--- config.mk ---
export PLATFORM = sky130hd
export DESIGN_NAME = fir_seq_ctrl
export DESIGN_NICKNAME = d
export VERILOG_FILES = /design/src/rtl/ahb_fir_pkg.sv /design/src/rtl/fir_seq_delay_line.sv /design/src/rtl/fir_seq_ctrl.sv
export SDC_FILE = /design/constraint.sdc
export NUM_CORES = 1
export LEC_CHECK = 0
export CORE_MARGIN = 1.5
export CORE_UTILIZATION = 58
export CTS_CLUSTER_DIAMETER = 100
export DETAILED_ROUTE_END_ITERATION = 12
export HOLD_SLACK_MARGIN = 0.03
export PLACE_DENSITY = 0.88
export SLEW_MARGIN = 10
export SYNTH_ARGS = -nofsm -noshare
export SYNTH_HDL_FRONTEND = slang
export SYNTH_HIERARCHICAL = 1
export SYNTH_SLANG_ARGS = --single-unit
--- constraint.sdc ---
create_clock -name clk -period 3.9 [get_ports clk]
set_clock_uncertainty 0.15 [all_clocks]
set_input_delay 0.78 -clock clk [delete_from_list [all_inputs] [get_ports clk]]
set_output_delay 0.78 -clock clk [all_outputs]
set_load 0.01 [all_outputs]
--- src/rtl/ahb_fir_pkg.sv ---
// Shared types and constants for the AHB FIR sample-path blocks.
package ahb_fir_pkg;

    typedef enum logic [1:0] {
        IDLE  = 2'd0,
        RUN   = 2'd1,
        DRAIN = 2'd2
    } fir_seq_state_t;

    // fir_seq_ctrl register addresses (haddr[1:0])
    localparam logic [1:0] FIR_SEQ_CTRL_A   = 2'd0;
    localparam logic [1:0] FIR_SEQ_DIV_A    = 2'd1;
    localparam logic [1:0] FIR_SEQ_COUNT_A  = 2'd2;
    localparam logic [1:0] FIR_SEQ_STATUS_A = 2'd3;

    // CTRL bit positions
    localparam int CTRL_START_B = 0;
    localparam int CTRL_STOP_B  = 1;
    localparam int CTRL_CONT_B  = 2;
    localparam int CTRL_IRQEN_B = 3;

    // STATUS bit positions; level occupies [ST_LVL_LSB+2:ST_LVL_LSB]
    localparam int ST_BUSY_B  = 0;
    localparam int ST_DONE_B  = 1;
    localparam int ST_OVF_B   = 2;
    localparam int ST_LVL_LSB = 4;

endpackage

--- src/rtl/fir_seq_delay_line.sv ---
// Fixed-latency 1-bit delay line: q_o is d_i delayed by LAT cycles.
// Async reset clears every stage so nothing stale emerges after reset.
module fir_seq_delay_line #(
    parameter int LAT = 3
) (
    input  logic clk,
    input  logic rst_n,
    input  logic d_i,
    output logic q_o
);

    logic [LAT-1:0] sh_q;

    // shift the strobe one stage per cycle
    always_ff @(posedge clk or negedge rst_n) begin
        if (!rst_n) begin
            sh_q <= '0;
        end else begin
            sh_q[0] <= d_i;
            for (int i = 1; i < LAT; i++) sh_q[i] <= sh_q[i-1];
        end
    end

    assign q_o = sh_q[LAT-1];

endmodule

--- src/rtl/fir_seq_ctrl.sv ---
// FIR-to-FIFO sequencer: AHB register slave, sample-strobe FSM,
// FIR-latency delay line and FIFO occupancy tracking.
// Optional FIR_SEQ_CTRL_LEVEL_EN: occupancy level, OVF flag and the
// STATUS level field; without it those read 0 and fifo_read is unused.
module fir_seq_ctrl
    import ahb_fir_pkg::*;
#(
    parameter int DWIDTH     = 8,
    parameter int AWIDTH     = 8,
    parameter int DIV_WIDTH  = 8,
    parameter int FIR_LAT    = 3,
    parameter int FIFO_DEPTH = 4
) (
    input  logic              clk,
    input  logic              rst_n,
    input  logic              hsel,
    input  logic              hwrite,
    input  logic              hready,
    input  logic [AWIDTH-1:0] haddr,
    input  logic [2:0]        hsize,
    input  logic [1:0]        htrans,
    input  logic [DWIDTH-1:0] hwdata,
    output logic              hreadyout,
    output logic              hresp,
    output logic [DWIDTH-1:0] hrdata,
    output logic              fir_sample_en,
    output logic              fifo_write_en,
    input  logic              fifo_read,
    output logic              busy,
    output logic              irq
);

    localparam int LVL_W = $clog2(FIFO_DEPTH) + 1;
    localparam int LAT_W = $clog2(FIR_LAT + 1);

    fir_seq_state_t         state_q, state_d;
    logic                   act_q, wr_q;
    logic [1:0]             addr_q;
    logic                   cont_q, irq_en_q, done_q;
    logic [DIV_WIDTH-1:0]   div_q, div_cnt_q, div_cnt_d;
    logic [DWIDTH-1:0]      count_q, rem_q, rem_d;
    logic [LAT_W-1:0]       drn_q, drn_d;
    logic                   strobe, done_set;
    logic                   wr_en, wr_ctrl, wr_status, start_req, stop_req, cont_eff;
    logic                   ovf;
    logic [LVL_W-1:0]       level;
    logic [DWIDTH-1:0]      lvl_ext;

    assign hreadyout = 1'b1;
    assign hresp     = 1'b0;
    assign busy      = (state_q != IDLE);

    // AHB address phase capture
    always_ff @(posedge clk or negedge rst_n) begin
        if (!rst_n) begin
            act_q  <= 1'b0;
            wr_q   <= 1'b0;
            addr_q <= '0;
        end else if (hready) begin
            act_q  <= hsel & htrans[1];
            wr_q   <= hwrite;
            addr_q <= haddr[1:0];
        end
    end

    assign wr_en     = act_q & wr_q & hready;
    assign wr_ctrl   = wr_en && (addr_q == FIR_SEQ_CTRL_A);
    assign wr_status = wr_en && (addr_q == FIR_SEQ_STATUS_A);
    assign start_req = wr_ctrl & hwdata[CTRL_START_B];
    assign stop_req  = wr_ctrl & hwdata[CTRL_STOP_B];
    // a START written together with CONT sees the new CONT value
    assign cont_eff  = wr_ctrl ? hwdata[CTRL_CONT_B] : cont_q;

    // control/config registers; DIV and COUNT frozen while a run is active
    always_ff @(posedge clk or negedge rst_n) begin
        if (!rst_n) begin
            cont_q   <= 1'b0;
            irq_en_q <= 1'b0;
            div_q    <= '0;
            count_q  <= '0;
        end else begin
            if (wr_ctrl) begin
                cont_q   <= hwdata[CTRL_CONT_B];
                irq_en_q <= hwdata[CTRL_IRQEN_B];
            end
            if (wr_en && addr_q == FIR_SEQ_DIV_A && !busy)   div_q   <= hwdata[DIV_WIDTH-1:0];
            if (wr_en && addr_q == FIR_SEQ_COUNT_A && !busy) count_q <= hwdata;
        end
    end

    // FSM and run counters: state register
    always_ff @(posedge clk or negedge rst_n) begin
        if (!rst_n) begin
            state_q   <= IDLE;
            div_cnt_q <= '0;
            rem_q     <= '0;
            drn_q     <= '0;
        end else begin
            state_q   <= state_d;
            div_cnt_q <= div_cnt_d;
            rem_q     <= rem_d;
            drn_q     <= drn_d;
        end
    end

    // FSM next state, strobe generation and drain timing.
    // DONE is raised one cycle early so it is visible in the last DRAIN
    // cycle, the same cycle the final fifo_write_en leaves the delay line.
    always_comb begin
        state_d   = state_q;
        div_cnt_d = div_cnt_q;
        rem_d     = rem_q;
        drn_d     = drn_q;
        strobe    = 1'b0;
        done_set  = 1'b0;
        case (state_q)
            IDLE: begin
                if (start_req && (cont_eff || count_q != '0)) begin
                    state_d   = RUN;
                    div_cnt_d = div_q;
                    rem_d     = count_q;
                end
            end
            RUN: begin
                if (div_cnt_q == '0) begin
                    strobe    = 1'b1;
                    div_cnt_d = div_q;
                    if (!cont_q) begin
                        if (rem_q != '0) rem_d = rem_q - DWIDTH'(1);
                        if (rem_q <= DWIDTH'(1)) state_d = DRAIN;
                    end
                end else begin
                    div_cnt_d = div_cnt_q - DIV_WIDTH'(1);
                end
                if (stop_req) state_d = DRAIN;
                if (state_d == DRAIN) begin
                    drn_d    = LAT_W'(FIR_LAT - 1);
                    done_set = (FIR_LAT == 1);
                end
            end
            DRAIN: begin
                if (drn_q == '0) state_d = IDLE;
                else drn_d = drn_q - LAT_W'(1);
                done_set = (drn_q == LAT_W'(1));
            end
            default: state_d = IDLE;
        endcase
    end

    assign fir_sample_en = strobe;

    fir_seq_delay_line #(.LAT(FIR_LAT)) u_dly (
        .clk   (clk),
        .rst_n (rst_n),
        .d_i   (strobe),
        .q_o   (fifo_write_en)
    );

    // sticky DONE; a new completion wins over a simultaneous clear
    always_ff @(posedge clk or negedge rst_n) begin
        if (!rst_n)                                done_q <= 1'b0;
        else if (done_set)                         done_q <= 1'b1;
        else if (wr_status && hwdata[ST_DONE_B])   done_q <= 1'b0;
    end

`ifdef FIR_SEQ_CTRL_LEVEL_EN
    logic [LVL_W-1:0] level_q, level_d;
    logic             ovf_q, ovf_set;

    // occupancy next-state: write beats read, full write overwrites oldest
    always_comb begin
        level_d = level_q;
        ovf_set = 1'b0;
        if (fifo_write_en) begin
            if (level_q == LVL_W'(FIFO_DEPTH)) ovf_set = 1'b1;
            else                               level_d = level_q + LVL_W'(1);
        end else if (fifo_read && level_q != '0) begin
            level_d = level_q - LVL_W'(1);
        end
    end

    // occupancy and sticky overflow flag
    always_ff @(posedge clk or negedge rst_n) begin
        if (!rst_n) begin
            level_q <= '0;
            ovf_q   <= 1'b0;
        end else begin
            level_q <= level_d;
            if (ovf_set)                              ovf_q <= 1'b1;
            else if (wr_status && hwdata[ST_OVF_B])   ovf_q <= 1'b0;
        end
    end

    assign level = level_q;
    assign ovf   = ovf_q;
`else
    assign level = '0;
    assign ovf   = 1'b0;
`endif

    assign irq     = irq_en_q & (done_q | ovf);
    assign lvl_ext = DWIDTH'(level);

    // combinational read data during a read data phase, else 0
    always_comb begin
        hrdata = '0;
        if (act_q && !wr_q) begin
            case (addr_q)
                FIR_SEQ_CTRL_A: begin
                    hrdata[CTRL_CONT_B]  = cont_q;
                    hrdata[CTRL_IRQEN_B] = irq_en_q;
                end
                FIR_SEQ_DIV_A:   hrdata = DWIDTH'(div_q);
                FIR_SEQ_COUNT_A: hrdata = count_q;
                default: begin
                    hrdata[ST_BUSY_B] = busy;
                    hrdata[ST_DONE_B] = done_q;
                    hrdata[ST_OVF_B]  = ovf;
                    hrdata[ST_LVL_LSB+2:ST_LVL_LSB] = lvl_ext[2:0];
                end
            endcase
        end
    end

    // inputs that are legitimately not decoded
    logic unused_ok;
    assign unused_ok = ^{hsize, htrans[0], haddr, hwdata, fifo_read};

endmodule

Word level (Yosys, flattened, before mapping) --
Index checks and enable logic that the tools add are counted.
Storage, ports and cells: register bits after elaboration 46, output and inout bits 14, word-level logic and storage cells 94
Cells by class: add/subtract/negate cells 3, $lt $le $gt $ge 1, equality and inequality tests 14, mux-type cells 31, bitwise gates (word level) 6, reductions and logical operators 26
Operators by type and width (number):
- $mux W8 | 7
- $pmux W8 S2 | 2
- $mux W2 | 9
- $reduce_bool A8 Y1 | 2
- $sub A8 B1 Y8 const B | 2
- $ne A2 B2 Y1 const B | 7
- $pmux W2 S3 | 2
- $logic_and A1 B1 Y1 | 9
- $eq A2 B2 Y1 const B | 4
- $le A8 B1 Y1 const B | 1
- $logic_not A8 Y1 | 1
- $reduce_bool A2 Y1 | 4
- $and A1 B1 Y1 | 6
- $eq A2 B1 Y1 const B | 3
- $logic_not A2 Y1 | 3
- $mux W1 | 6
- $pmux W1 S3 | 2
- $pmux W3 S2 | 1
- $reduce_and A5 Y1 | 1
- $pmux W2 S2 | 1
- $reduce_and A2 Y1 | 2
- $reduce_and A3 Y1 | 1
- $logic_not A1 Y1 | 2
- $pmux W1 S2 | 1
- 2 further kinds | 2

Logic depth before layout (Yosys ltp) --
depth after elaboration 9, depth in mapped cells 8, depth with buffers taken out 7

Cells and area by module --
The synthesis kept the hierarchy.
By module, submodules not included:
- fir_seq_ctrl | instances 1, cells an instance 251, area an instance 2477.4 um2, seq. area each 1076.0 um2
- fir_seq_delay_line | instances 1, cells an instance 3, area an instance 75.1 um2, seq. area each 75.1 um2

Least setup slack after synthesis --
No wires, ideal clock.
path type in2reg, start point input port hready, end point register div_cnt_q[3], arrival time 2.081 ns, required time 3.615 ns, path slack 1.534 ns, cell stages on the path 7, path buffers 2, path through buf_2 -> nand4_1 -> a311o_1 -> a21o_1 -> clkbuf_1 -> o21ai_0 -> o21ai_0
On the way: longest elaborated chain between the ends 7
Ends and longest elaborated chain:
- start: declaration | line fir_seq_ctrl.sv:18 | input logic hready,
- $and A1 B1 Y1 * | line fir_seq_ctrl.sv:66 | assign wr_en = act_q & wr_q & hready;
- $logic_and A1 B1 Y1 * | line fir_seq_ctrl.sv:67 | assign wr_ctrl = wr_en && (addr_q == FIR_SEQ_CTRL_A);
- $mux W1
- $logic_or A1 B1 Y1 | line fir_seq_ctrl.sv:118 | if (start_req && (cont_eff || count_q != '0)) begin
- $logic_and A1 B1 Y1 * | line fir_seq_ctrl.sv:118
- $ne A2 B2 Y1 (no line) *
- $reduce_and A2 Y1 (no line) *
- end signal: assignment | line fir_seq_ctrl.sv:100 | div_cnt_q <= div_cnt_d;
- end: declaration | line fir_seq_ctrl.sv:40 | logic [DIV_WIDTH-1:0] div_q, div_cnt_q, div_cnt_d;
Every way passes the cells marked *; elsewhere a longest branch is shown, timed or not. A chain may end at the register's enable or synchronous reset.

Worst setup path in the final report --
start point register addr_q[1], end point output port hrdata[0]
On the way: longest elaborated chain between the ends 3
Ends and longest elaborated chain:
- start: declaration | line fir_seq_ctrl.sv:38 | logic [1:0] addr_q;
- start signal: assignment | line fir_seq_ctrl.sv:62 | addr_q <= haddr[1:0];
- $eq A2 B2 Y1, or another cell as far along | line fir_seq_ctrl.sv:208 | case (addr_q)
- $pmux W2 S3 * | line fir_seq_ctrl.sv:208
- $mux W8 * | line fir_seq_ctrl.sv:207 | if (act_q && !wr_q) begin
- end: declaration | line fir_seq_ctrl.sv:25 | output logic [DWIDTH-1:0] hrdata,
Marked as above.

==> results.json <==
{
  "cp_cell_sequence": "inv_1 > ha_1 > a221oi_1 > a211oi_1 > clkdlybuf4s50_1",
  "crit_path_kind": "flop to output port",
  "syn-mean-instance-area_um2": 10.05,
  "syn_area_mm2": 0.002552,
  "cts_tree": "built",
  "critical_path.top_delay_family": "buffers and inverters",
  "critical_path.endpoint_type": "output port",
  "core.rowCount": 23,
  "design.final.nets": 317,
  "portBuffers": 27,
  "floorplan.die.height_um": 69.34,
  "synthesis.instances": 254,
  "run_status": "finished, final reports clean",
  "die_w_um": 69.34,
  "ys_ff_latch": 46,
  "post_layout_nonfiller_instances": 329,
  "worst_tran_pin_value_ns": 1.036,
  "firstDrtPassIters": 4,
  "max-cap-violations": 0,
  "final_area_mm2": 0.002909,
  "total_switching_power_mw": 0.6785,
  "cts_htree_levels": 2,
  "antenna_cells_inserted": 0,
  "dominant_register_cell_in_the_synthesized_netlist": "dfrtp_1",
  "synth.lib_cells_used.distinct": 57,
  "remaining_drc_errors": 0,
  "grt_overflow_total": 0,
  "setup_viol": 0,
  "number_of_i_o_pins": 41,
  "synthesis.yosys.warnings": 6,
  "synth.net_count": 292,
  "critPathArrivalTime_ns": 2.23,
  "internal-power_mw": 1.033,
  "drt_iter0_drc": 170,
  "synth-seq-area-share": 0.4510,
  "power.ir.vdd_worst_uv": 355.6,
  "area_added_between_synthesis_and_finish_pct": 13.97,
  "period_minus_slack_ns": 3.161,
  "post_detail_place_hpwl_um": 4288,
  "drt-total-wl_um": 5866,
  "worst_setup_hold_path_clk_slew_ns": 0.08,
  "fin_crit_sh": 0.8106,
  "setup_slack_ns": 0.7386,
  "dp_cells": 322,
  "ctsLongestPathBuffers": 2,
  "worstPathMaxFanout": 9,
  "detailed_place.area_mm2": 0.002833,
  "vias": 2048,
  "power_density_mw_per_mm2": 588.3,
  "synth_edf_count": 0,
  "cp_num_buf_inv": 2,
  "crit_path_max_incr_delay_ns": 0.60,
  "min-delay-path-class": "flop to flop",
  "number_of_antenna_violations_at_the_first_check_in_global_routing": 0,
  "hold_viol_final": 0,
  "post-cts-setup-buffer-count": 0,
  "vias_in_the_first_global_route": 2088,
  "combinational_group_share_of_total_power": 0.366,
  "die_area_mm2": 0.004808,
  "critPathSlowestCell": "clkdlybuf4s50_1",
  "clkLatencyLatePin_ns": 0.30,
  "tritoncts.num_buffers": 5,
  "cts_hold_buffers": 0,
  "slew_viol_final": 0,
  "worstSetupStartpointType": "flop",
  "clock-sinks": 46,
  "setup_tns_ns": 0,
  "drive_above_1_share": 0.1434,
  "post_cts_resize_count": 0,
  "data_required_critical_path_ns": 2.97,
  "switching_fraction_of_total_power": 0.3964,
  "track_usage": 0.2637,
  "fmaxAchievable_mhz": 316.3,
  "pre_cts_slack_ns": 0.7264,
  "grt_max_degree": 47,
  "viasPerCell": 6.225,
  "synth_async_sr_flop_share": 1.000,
  "clock_power_share": 0.163,
  "seq_power_share": 0.471,
  "core_area_mm2": 0.004115,
  "power.static_leakage_nw": 1.297,
  "max_slew_margin": 0.3091,
  "filler_cell_count": 299,
  "ctsRootBufferMaster": "clkbuf_8",
  "grt_first_pass_wirelength_um": 10140,
  "initial_core_util": 0.6202,
  "avgRoutedWirePerCell_um": 17.83,
  "drt.antenna.violating_nets": 0,
  "gp_routability_congestion": 0.8788,
  "rsz0062_at_grt": "no"
}
==> synth_stat cells (all sizes together) (2+ instances only) <==
cell type  instances  area, um2
nand2             14      52.55
nand2b             2      20.02
a222oi             2      20.02
nor3b              3      32.53
inv               17      63.81
and3               2      12.51
a221oi             2      17.52
nor3              11      66.32
conb               2      7.510
o21ai             19      95.09
mux2              17      191.4
a22oi              7      52.55
ha                11      137.6
nand3              4      20.02
dfrtp             46       1151
nand4              2      12.51
mux2i              2      20.02
or4                3      30.03
nor4               3      18.77
a2111oi            2      36.29
a21oi              7      35.03
clkbuf             5      18.77
buf                5      36.28
o22a               3      27.53
a211oi             5      42.54
nor2              34      130.1
o22ai              2      12.51
a31oi              2      12.51
and2               3      18.77
==> layout by cell type (no fill, tap or decap), drive strengths merged, types with 3 or more instances in the layout <==
cell type / instances
a211oi: 5
a21oi: 7
a22oi: 7
and2: 3
clkbuf: 7
clkdlybuf4s50: 26
dfrtp: 46
ha: 11
inv: 17
mux2: 17
nand2: 14
nand3: 4
nor2: 34
nor3: 11
nor3b: 3
nor4: 3
o21ai: 19
o22a: 3
or4: 3
==> cells by family (layout without fill, tap and decap cells) <==
logic type,Yosys count,after routing,share of synthesized area
adder cells (fa/ha/maj),11,11,0.05392
flip-flops,46,46,0.4510
other,2,2,0.002942
AO/OA/AOI/OAI,61,61,0.1765
buffers and inverters,27,52,0.04657
multiplexers,19,19,0.08284
AND/OR/NAND/NOR,88,88,0.1863
==> routing by layer <==
| layer | global-route usage | routed length [um] | vias up | share of wire |
|---|---|---|---|---|
| met5 | 0 | 0 | - | 0 |
| met1 | 0.3509 | 2501 | 1005 | 0.43 |
| met4 | 0.1046 | 125 | 0 | 0.021 |
| met2 | 0.4306 | 2881 | 71 | 0.49 |
| li1 | - | - | 960 | - |
| met3 | 0.04506 | 358 | 12 | 0.061 |
==> registers in the layout, summed over array words and instances, names as in the netlist <==
register and cells:
drn_q 2, rem_q 8, wr_q 1, div_q 8
done_q 1, div_cnt_q 8, act_q 1, irq_en_q 1
cont_q 1, u_dly/sh_q 3, state_q 2, addr_q 2
count_q 8
==> through the flow <==
step / total power [mW] / hold slack (ns) / util
after detailed placement: 1.426 / 0.1965 / 0.6884
after CTS: 1.703 / 0.2147 / 0.7069
after floorplan: 1.228 / 0.1812 / -
after global routing: 1.827 / 0.2293 / 0.7069
final: 1.711 / 0.2101 / 0.7069
after global placement: 1.380 / 0.1878 / 0.6884
==> layout make-up <==
cell class | instances | area [um2] | area share
Timing Repair Buffer | 28 | 272.8 | 0.09376
Inverter | 17 | 63.81 | 0.02194
Sequential cell | 46 | 1151 | 0.3957
Clock buffer | 7 | 76.32 | 0.02624
Multi-Input combinational cell | 181 | 1282 | 0.4409
Tap cell | 50 | 62.56 | 0.02151
==> power by group through the flow <==
stage          combinational, mW  sequential (mW)  clock [mW]
5_1_grt                    0.701            0.831       0.295
4_1_cts                    0.624            0.799       0.280
3_5_place_dp               0.617            0.809           0
6_report                   0.626            0.806       0.280
3_3_place_gp               0.584            0.797           0
2_1_floorplan              0.477            0.751           0
==> final timing paths <==
kind / endpoint / start / slack, ns / cells past startpoint
max: hrdata[0] / addr_q[1] / 0.74 / 5
min: u_dly/sh_q[1] / u_dly/sh_q[0] / 0.21 / 0
max reg2reg: rem_q[1] / div_cnt_q[0] / 1.20 / 7
min reg2reg: u_dly/sh_q[1] / u_dly/sh_q[0] / 0.21 / 0
max in group asynchronous: state_q[0] / rst_n / 2.45 / 1
min in group asynchronous: state_q[1] / rst_n / 0.50 / 1
Power figures use the tool's default switching activity.
